**config.mk**
```make
export PLATFORM = sky130hd
export DESIGN_NAME = down_counter_timer
export DESIGN_NICKNAME = d
export VERILOG_FILES = /design/src/rtl/down_counter_timer_pkg.sv /design/src/rtl/down_counter_timer.sv
export SDC_FILE = /design/constraint.sdc
export NUM_CORES = 1
export LEC_CHECK = 0
export CORE_MARGIN = 10
export CORE_UTILIZATION = 32
export CTS_CLUSTER_DIAMETER = 30
export DETAILED_ROUTE_END_ITERATION = 10
export SLEW_MARGIN = 20
export SYNTH_ARGS = -nofsm -noshare
export SYNTH_HDL_FRONTEND = slang
export SYNTH_SLANG_ARGS = --single-unit
```
**constraint.sdc**
```tcl
create_clock -name clk -period 5.1 [get_ports clk]
set_input_delay 1.275 -clock clk [delete_from_list [all_inputs] [get_ports clk]]
set_output_delay 1.275 -clock clk [all_outputs]
set_load 0.01 [all_outputs]
```
**src/rtl/down_counter_timer_pkg.sv**
```systemverilog
// Shared constants for the counter family.
// State encoding and the default count width.
package down_counter_timer_pkg;

  localparam int COUNTER_WIDTH = 4;

  localparam logic [1:0] IDLE = 2'd0;
  localparam logic [1:0] RUN  = 2'd1;
  localparam logic [1:0] DONE = 2'd2;

endpackage

```
**src/rtl/down_counter_timer.sv**
```systemverilog
// Loadable down counter / timer.
// One-shot with sticky done, or periodic with auto-reload.
module down_counter_timer
  import down_counter_timer_pkg::*;
#(
  parameter int WIDTH = COUNTER_WIDTH
) (
  input  logic             clk,
  input  logic             reset,
  input  logic             load,
  input  logic [WIDTH-1:0] load_value,
  input  logic             en,
  input  logic             auto_reload,
  output logic [WIDTH-1:0] count,
  output logic             tc,
  output logic             busy,
  output logic             done
);

  localparam logic [WIDTH-1:0] ZERO = '0;
  localparam logic [WIDTH-1:0] ONE  = {{(WIDTH-1){1'b0}}, 1'b1};

  logic [1:0]       state;
  logic [WIDTH-1:0] reload_reg;

  always_ff @(posedge clk) begin
    if (reset) begin
      state      <= IDLE;
      count      <= ZERO;
      reload_reg <= ZERO;
      tc         <= 1'b0;
      done       <= 1'b0;
    end else if (load) begin
      count      <= load_value;
      reload_reg <= load_value;
      done       <= 1'b0;
      tc         <= 1'b0;
      state      <= (load_value == ZERO) ? IDLE : RUN;
    end else begin
      tc <= 1'b0;
      case (state)
        IDLE: state <= IDLE;
        RUN: begin
          if (en) begin
            if (count > ONE) begin
              count <= count - ONE;
            end else if (count == ONE) begin
              tc <= 1'b1;
              if (auto_reload) begin
                count <= reload_reg;
              end else begin
                count <= ZERO;
                done  <= 1'b1;
                state <= DONE;
              end
            end else begin
              // a zero count never decrements
              state <= IDLE;
            end
          end
        end
        DONE: state <= DONE;
        default: state <= IDLE;
      endcase
    end
  end

  assign busy = (state == RUN);

endmodule
```
==> results of run 1 <==
synthesized netlist by cell type (2+ instances only):
library cell	count
a311oi_1	2
nor2_1	3
a21oi_1	8
dfxtp_1	12
o21ai_0	4
a31oi_1	2
inv_1	7
o22ai_1	2
ha_1	4
nand2_1	14
nand3_1	2
and2_1	2
where the power goes:
| group | total [µW] | internal, µW | switching [µW] |
|---|---|---|---|
| Sequential | 104 | 98.3 | 5.27 |
| Clock | 56.2 | 27.3 | 28.9 |
| Combinational | 49.8 | 23.8 | 26.1 |
cells by family after synthesis:
kind of cell | Yosys count
xor+xnor | 1
compound gates | 27
flops | 12
buf+inv | 9
fa+ha+maj | 4
simple gates | 29
metrics by stage:
stage | power, µW | instance area, µm²
after floorplan | 136 | 691
after global placement | 155 | 850
after detailed placement | 155 | 850
after CTS | 212 | 872
after global routing | 223 | 872
final | 210 | 872
layout by cell type, fill, tap and decap left out, types with 2 or more instances in the layout:
cell / netlist / routed
a21oi_1: 8 / 8
a311oi_1: 2 / 2
a31oi_1: 2 / 2
and2_1: 2 / 2
clkbuf_4: 0 / 3
clkdlybuf4s50_1: 0 / 15
dfxtp_1: 12 / 12
ha_1: 4 / 4
inv_1: 7 / 7
nand2_1: 14 / 14
nand3_1: 2 / 2
nor2_1: 3 / 3
o21ai_0: 4 / 4
o22ai_1: 2 / 2
area by class of cell:
cell class              instances  area, µm²
fillers                       199       1130
inverters                       7       26.3
repair buffers                 15        150
multi-input cells              61        399
flip-flops and latches         12        240
clock buffers                   3       22.5
well taps                      27       33.8
layer usage:
layer	GRT usage, %	up-vias	wire, µm
met5	0	-	0
met4	4.97	0	28
met3	3.51	2	106
met2	13.3	17	810
met1	9.47	321	752
li1	-	333	-
tightest hold or removal path, cell delays in order, from the launching register on:
cell and delay [ns]:
dfxtp_1 0.31, nand2_1 0.06, a21oi_1 0.06
how the worst max path moves through the flow:
stage / cells past startpoint / slack [ns] / endpoint / from
floorplan: 4 / 2.94 / state[1] / auto_reload
global placement: 5 / 2.23 / state[1] / load
detailed placement: 5 / 2.18 / state[1] / load
CTS: 3 / 2.38 / busy / state[1]
global route: 3 / 2.32 / busy / state[1]
finish: 3 / 2.40 / busy / state[1]
==> impl_metrics.tcl, run 1 <==
set metrics [dict create \
    status "completed" \
    grt_pass1_vias 657 \
    placedCellCount 122 \
    antenna_cells 0 \
    antenna_left 0 \
    worstReg2RegEnd "count[3]" \
    dp_worst_setup_slack_ns 2.18 \
    num_vias 673 \
    totalWireLength_um 1700 \
    slew-limit-headroom_pct 70.1 \
    power_density_mw_per_mm2 240 \
    clock_path_buffers 2 \
    hold_depth 2 \
    final_cells 125 \
    min_from "reload_reg[3]" \
    post-route-period-util_pct 53.0 \
    postCtsSetupBuffers 0 \
    synth_top_family_by_area "compound AO/OA/AOI/OAI gates" \
    fin_skew_ns 0.00846 \
    gp_congestion 0.860 \
    tightest_slew_ns 0.447 \
    die_x_um 66.5 \
    cts_buffers 3 \
    netlist_area_um2 691 \
    synthAdderAreaFrac_pct 7.25 \
    avgViaCountPerCell 5.38 \
    area_delta_synth_final_pct 26.3 \
    synthTopCellsByArea "dfxtp_1 (35%), nand2_1 (7.6%), ha_1 (7.2%)" \
    port_buffers 15 \
    crit_path_end_kind "output pin" \
    synthMuxAreaShare_pct 0 \
    synth_edf_count 0 \
    wl_per_cell_um 13.6 \
    max_clock_freq_ghz 0.370 \
    drive_gt1_share_pct 8.16 \
    synth_flop_cell "dfxtp_1" \
    ios 16 \
    worstPathArrival_ns 1.43 \
    floorplan.die_area_mm2 0.00442 \
    hold_viol 0 \
    gr-total-overflow 0 \
    async_reset_ff_share_pct 0 \
    setup_viol 0 \
    synth_compound_area_share_pct 27.4 \
    crit_type "register to output pin" \
    syn-num-nets 95 \
    grt_pass1_wl_um 2930 \
    rsz0062_at_grt "false" \
    r2r_slack_ns 3.23 \
    die_h_um 66.5 \
    cpPeakStageDelay_ns 0.57 \
    clk_pin_slew_ns 0.06 \
    cts.sinks 12 \
    dpl.hpwl_um 1320 \
    drv_cap 0 \
    yosysSeqAreaShare_pct 34.8 \
    vdd_ir_drop_max_mv 0.100 \
    track_usage_pct 8.50 \
    synth_largest_area_cell "dfxtp_1" \
    syn_avg_cell_area_um2 8.42 \
    hold_path_end "reload_reg[3]" \
    utilization_pct 43.6 \
    slew_violations 0 \
    cts-hold-fix-buffers 0 \
    first_iter_violations 12 \
    synth_cell_type_count 32 \
    synth_top_area_share_pct 34.8 \
    reg2reg_depth 6 \
    nets 113 \
    ys.warnings.count 0 \
    cts-root-buf "clkbuf_4" \
    synthXorXnorAreaFrac_pct 1.27 \
    r2r-start "count[0]" \
    cp-start-kind "register" \
    synth-seq-cells 12 \
    htreeDepth 1 \
    core-area_mm2 0.00200 \
    yosys.area_share.simple_pct 21.9 \
    syn_inst 82 \
    leakagePower_uw 0.000306 \
    drc 0 \
    hold_class "register to register" \
    path_delay_family "buffers and inverters" \
    drt_pass1_iterations 4 \
    grt_max_degree 13 \
    cts_tree "yes" \
    ctsResizeCount 0 \
    path_cells "inv_1 > ha_1 > clkdlybuf4s50_1" \
    crit_fanout 5 \
    holdWs_ns 0.465 \
    final.min_clock_period_ns 2.70 \
    critical_path.slowest_cell "clkdlybuf4s50_1" \
    worstPathRequired_ns 3.83 \
    start_util_pct 34.5 \
    cp_num_buf_inv 2 \
    setup_tns_ns 0 \
    rows 16 \
    insertion_delay_ns 0.27 \
    grt_antenna_before_repair 0 \
    worst_slack_ns 2.40 \
]
Note: power is estimated with default switching activity, not from simulation.
==> inputs of run 2 (changes only) <==
==> constraint.sdc (replaced) <==
create_clock -name clk -period 2.4 [get_ports clk]
set_input_delay 0.6 -clock clk [delete_from_list [all_inputs] [get_ports clk]]
set_output_delay 0.6 -clock clk [all_outputs]
set_load 0.01 [all_outputs]
==> impl_metrics.tcl, run 2 (synthesized netlist as in run 1, its figures left out) <==
set metrics [dict create \
    status "completed" \
    internal_power_uw 321 \
    nets 116 \
    clk_pin_slew_ns 0.07 \
    busiest_layer "met2" \
    ios 16 \
    leakagePower_uw 0.000320 \
    die_h_um 66.5 \
    rows 16 \
    cts_tree "yes" \
    crit_type "register to output pin" \
    antenna_cells 0 \
    drv_cap 0 \
    setup_viol 0 \
    p_switching_uw 133 \
    grt_pass1_vias 677 \
    clockPowerShare_pct 27.0 \
    drc 0 \
    floorplan.die_area_mm2 0.00442 \
    totalWireLength_um 1820 \
    insertion_delay_ns 0.27 \
    placedCellCount 125 \
    setup_tns_ns 0 \
    grt_use_met3_pct 3.18 \
    drive_gt1_share_pct 10.9 \
    cts_buffers 3 \
    use_met2_pct 15.3 \
    cp-start-kind "register" \
    first_iter_violations 26 \
    max_clock_freq_ghz 0.491 \
    port_buffers 15 \
    slew-limit-headroom_pct 76.8 \
    crit_path_end_kind "output pin" \
    grtUsageMet1_pct 10.2 \
    antenna_left 0 \
    ctsResizeCount 0 \
    final_cell_mix "clkdlybuf4s50_1 (15), nand2_1 (14), dfxtp_1 (12), a21oi_1 (8), inv_1 (7)" \
    nFillCells 203 \
    multi_input_area_um2 399 \
    vdd_ir_drop_max_mv 0.220 \
    dpl.hpwl_um 1400 \
    power_density_mw_per_mm2 507 \
    seq_area_um2 240 \
    cts.sinks 12 \
    clock_path_buffers 2 \
    switching_share_pct 29.3 \
    avgViaCountPerCell 5.32 \
    tightest_slew_ns 0.344 \
    area_delta_synth_final_pct 29.5 \
    grt_pass1_wl_um 3170 \
    power_uw 454 \
    gp_congestion 0.825 \
    postCtsSetupBuffers 0 \
    die_x_um 66.5 \
    hold_viol 0 \
    cts-hold-fix-buffers 0 \
    cts-root-buf "clkbuf_4" \
    hold_class "register to register" \
    holdWs_ns 0.469 \
    gr-total-overflow 0 \
    combPwrFrac_pct 24.4 \
    num_vias 681 \
    final.min_clock_period_ns 2.04 \
    rsz0062_at_grt "false" \
    post-route-period-util_pct 84.8 \
    seqPwrFrac_pct 48.6 \
    track_usage_pct 9.25 \
    start_util_pct 34.5 \
    worstPathRequired_ns 1.80 \
    final_common_cell "clkdlybuf4s50_1" \
    crit_fanout 5 \
    core-area_mm2 0.00200 \
    wl_per_cell_um 14.2 \
    drt_pass1_iterations 4 \
    worstPathArrival_ns 1.44 \
    grt_max_degree 12 \
    final_cells 128 \
    grt_antenna_before_repair 0 \
    fin_skew_ns 0.00202 \
    htreeDepth 1 \
    slew_violations 0 \
]
## run 2: cell count changes in the layout (fill, tap and decap cells not counted)
| cell | previous run | this run |
|---|---|---|
| buf_4 | 0 | 3 |
## run 2: final cells by class
class	count	area share, %
clock buffers	3	2.52
inverters	7	2.94
multi-input cells	61	44.6
flip-flops and latches	12	26.9
well taps	27	3.78
repair buffers	18	19.3
## run 2: worst max-delay path, stage by stage (launching register included)
cell and delay, ns:
dfxtp_1 0.33, inv_1 0.06, ha_1 0.21, clkdlybuf4s50_1 0.56
## run 2: worst paths after layout
kind / from / endpoint / slack [ns] / cells past startpoint
max: state[1] / busy / 0.36 / 3
max reg2reg: count[0] / count[3] / 0.50 / 6
min reg2reg: reload_reg[1] / reload_reg[1] / 0.47 / 2
min: reload_reg[1] / reload_reg[1] / 0.47 / 2
## run 2: through the flow
step	utilization (%)	cell area, µm²	setup WS, ns
floorplan	-	691	0.636
global placement	43.6	872	0.419
detailed placement	43.6	872	0.389
CTS	44.7	895	0.358
global route	44.7	895	0.281
finish	44.7	895	0.364
## run 2: layer usage
metal  share of wire (%)  vias up  wire (µm)
li1                    -      339          -
met1                  40      314        732
met2                  50       24        904
met3                 7.7        4        140
met4                 2.1        0         39
met5                   0        -          0
## run 2: power by group through the flow
stage               Sequential (µW)  Clock [µW]  Combinational (µW)
floorplan                       225           0                64.0
global placement                224           0                 109
detailed placement              225           0                 109
CTS                             220         128                 110
finish                          220         122                 111
global route                    222         138                 123
==> inputs of run 3 (changes only) <==
==> constraint.sdc (replaced) <==
create_clock -name clk -period 1.8 [get_ports clk]
set_input_delay 0.45 -clock clk [delete_from_list [all_inputs] [get_ports clk]]
set_output_delay 0.45 -clock clk [all_outputs]
set_load 0.01 [all_outputs]
==> impl_metrics.tcl, run 3 (synthesized netlist as in run 1, its figures left out) <==
set metrics [dict create \
    rows 16 \
    gp_congestion 0.846 \
    drv_cap 0 \
    worstPathArrival_ns 1.27 \
    setup_viol 0 \
    grt_max_degree 12 \
    final_area_um2 965 \
    totalWireLength_um 1880 \
    rsz0062_at_grt "false" \
    slew_violations 0 \
    nets 123 \
    area_delta_synth_final_pct 39.7 \
    vdd_ir_drop_max_mv 0.332 \
    start_util_pct 34.5 \
    avgViaCountPerCell 5.39 \
    r2r-start "count[1]" \
    hold_depth 2 \
    post-route-period-util_pct 95.7 \
    first_iter_violations 19 \
    ios 16 \
    worstPathRequired_ns 1.35 \
    final.min_clock_period_ns 1.72 \
    min_from "reload_reg[3]" \
    floorplan.die_area_mm2 0.00442 \
    port_buffers 15 \
    wl_per_cell_um 13.9 \
    setup_tns_ns 0 \
    place_area_um2 925 \
    drive_gt1_share_pct 23.1 \
    tightest_slew_ns 0.343 \
    cp_num_buf_inv 2 \
    insertion_delay_ns 0.28 \
    leakagePower_uw 0.000362 \
    cts_tree "yes" \
    path_cells "buf_4 > clkdlybuf4s50_1" \
    grt_pass1_wl_um 3160 \
    critPathLaunch "count[0]" \
    holdWs_ns 0.465 \
    clock_path_buffers 2 \
    dpl.hpwl_um 1530 \
    hold_class "register to register" \
    status "completed" \
    critical_path.slowest_cell "clkdlybuf4s50_1" \
    cp-start-kind "register" \
    core-area_mm2 0.00200 \
    drt_pass1_iterations 4 \
    final_cell_mix "nand2_1 (14), clkdlybuf4s50_1 (14), buf_4 (10), dfxtp_1 (8)" \
    max_clock_freq_ghz 0.581 \
    gr-total-overflow 0 \
    postCtsSetupBuffers 0 \
    track_usage_pct 9.16 \
    drc 0 \
    die_x_um 66.5 \
    hold_viol 0 \
    cpPeakStageDelay_ns 0.53 \
    antenna_cells 0 \
    htreeDepth 1 \
    cts_buffers 3 \
    slew-limit-headroom_pct 76.8 \
    crit_type "register to output pin" \
    power_density_mw_per_mm2 647 \
    die_h_um 66.5 \
    dp_worst_setup_slack_ns -0.0747 \
    num_vias 728 \
    fin_skew_ns 0.00232 \
    path_delay_family "buffers and inverters" \
    reg2reg_depth 7 \
    grt_antenna_before_repair 0 \
    crit_path_end_kind "output pin" \
    crit_fanout 4 \
    antenna_left 0 \
    worst_slack_ns 0.0782 \
    clk_pin_slew_ns 0.07 \
    worstSetupPathDepth 2 \
    cts.sinks 12 \
    grt_pass1_vias 665 \
    cts-root-buf "clkbuf_4" \
]
## run 3: cell types whose count changed in the layout (fill, tap and decap cells not counted)
cell	change
buf_4	+7
a21oi_2	+1
or4_4	+1
a311oi_2	+1
or4_1	-1
dfxtp_1	-4
dfxtp_2	+4
dlygate4sd2_1	+1
clkdlybuf4s50_1	-1
a311oi_1	-1
a21oi_1	-1
## run 3: worst paths after layout
path              endpoint  slack (ns)
max               count[0]        0.08
min          reload_reg[3]        0.46
max reg2reg       state[1]        0.10
min reg2reg  reload_reg[3]        0.46
## run 3: through the flow
stage | cells | util (%) | total power (µW)
2_1_floorplan | 82 | - | 385
3_5_place_dp | 132 | 46.2 | 459
4_1_cts | 135 | 47.4 | 630
5_1_grt | 135 | 48.2 | 659
3_3_place_gp | 132 | 46.2 | 458
6_report | 135 | 48.2 | 624
## run 3: power by group
group | internal, µW | switching [µW] | total (µW)
registers | 280 | 14.1 | 294
clock network | 77.6 | 89.3 | 167
logic | 82.5 | 81.1 | 164
total | 440 | 184 | 624
## run 3: area by class of cell
type	instances	area [µm²]
fillers	195	1040
multi-input cells	61	413
flip-flops and latches	12	245
repair buffers	25	224
well taps	27	33.8
inverters	7	26.3
clock buffers	3	22.5
## run 3: what timing repair did
item / CTS / global route
cloned: 0 / 0
hold buffers: 0 / 0
gates resized for setup: 3 / 5
setup endpoints to repair: 3 / 4
## run 3: metal layers
| metal | share of wire [%] | track usage (%) |
|---|---|---|
| met1 | 43 | 10.8 |
| met2 | 48 | 14.7 |
| met3 | 5.2 | 1.00 |
| met4 | 3.3 | 7.07 |
| met5 | 0 | 0 |
## run 3: worst min-delay path: cells and delay by family (launching register included)
kind               cells  cell delay [ns]
DFF                    1             0.31
and+or+nand+nor        1             0.06
AOI/OAI and AO/OA      1             0.05
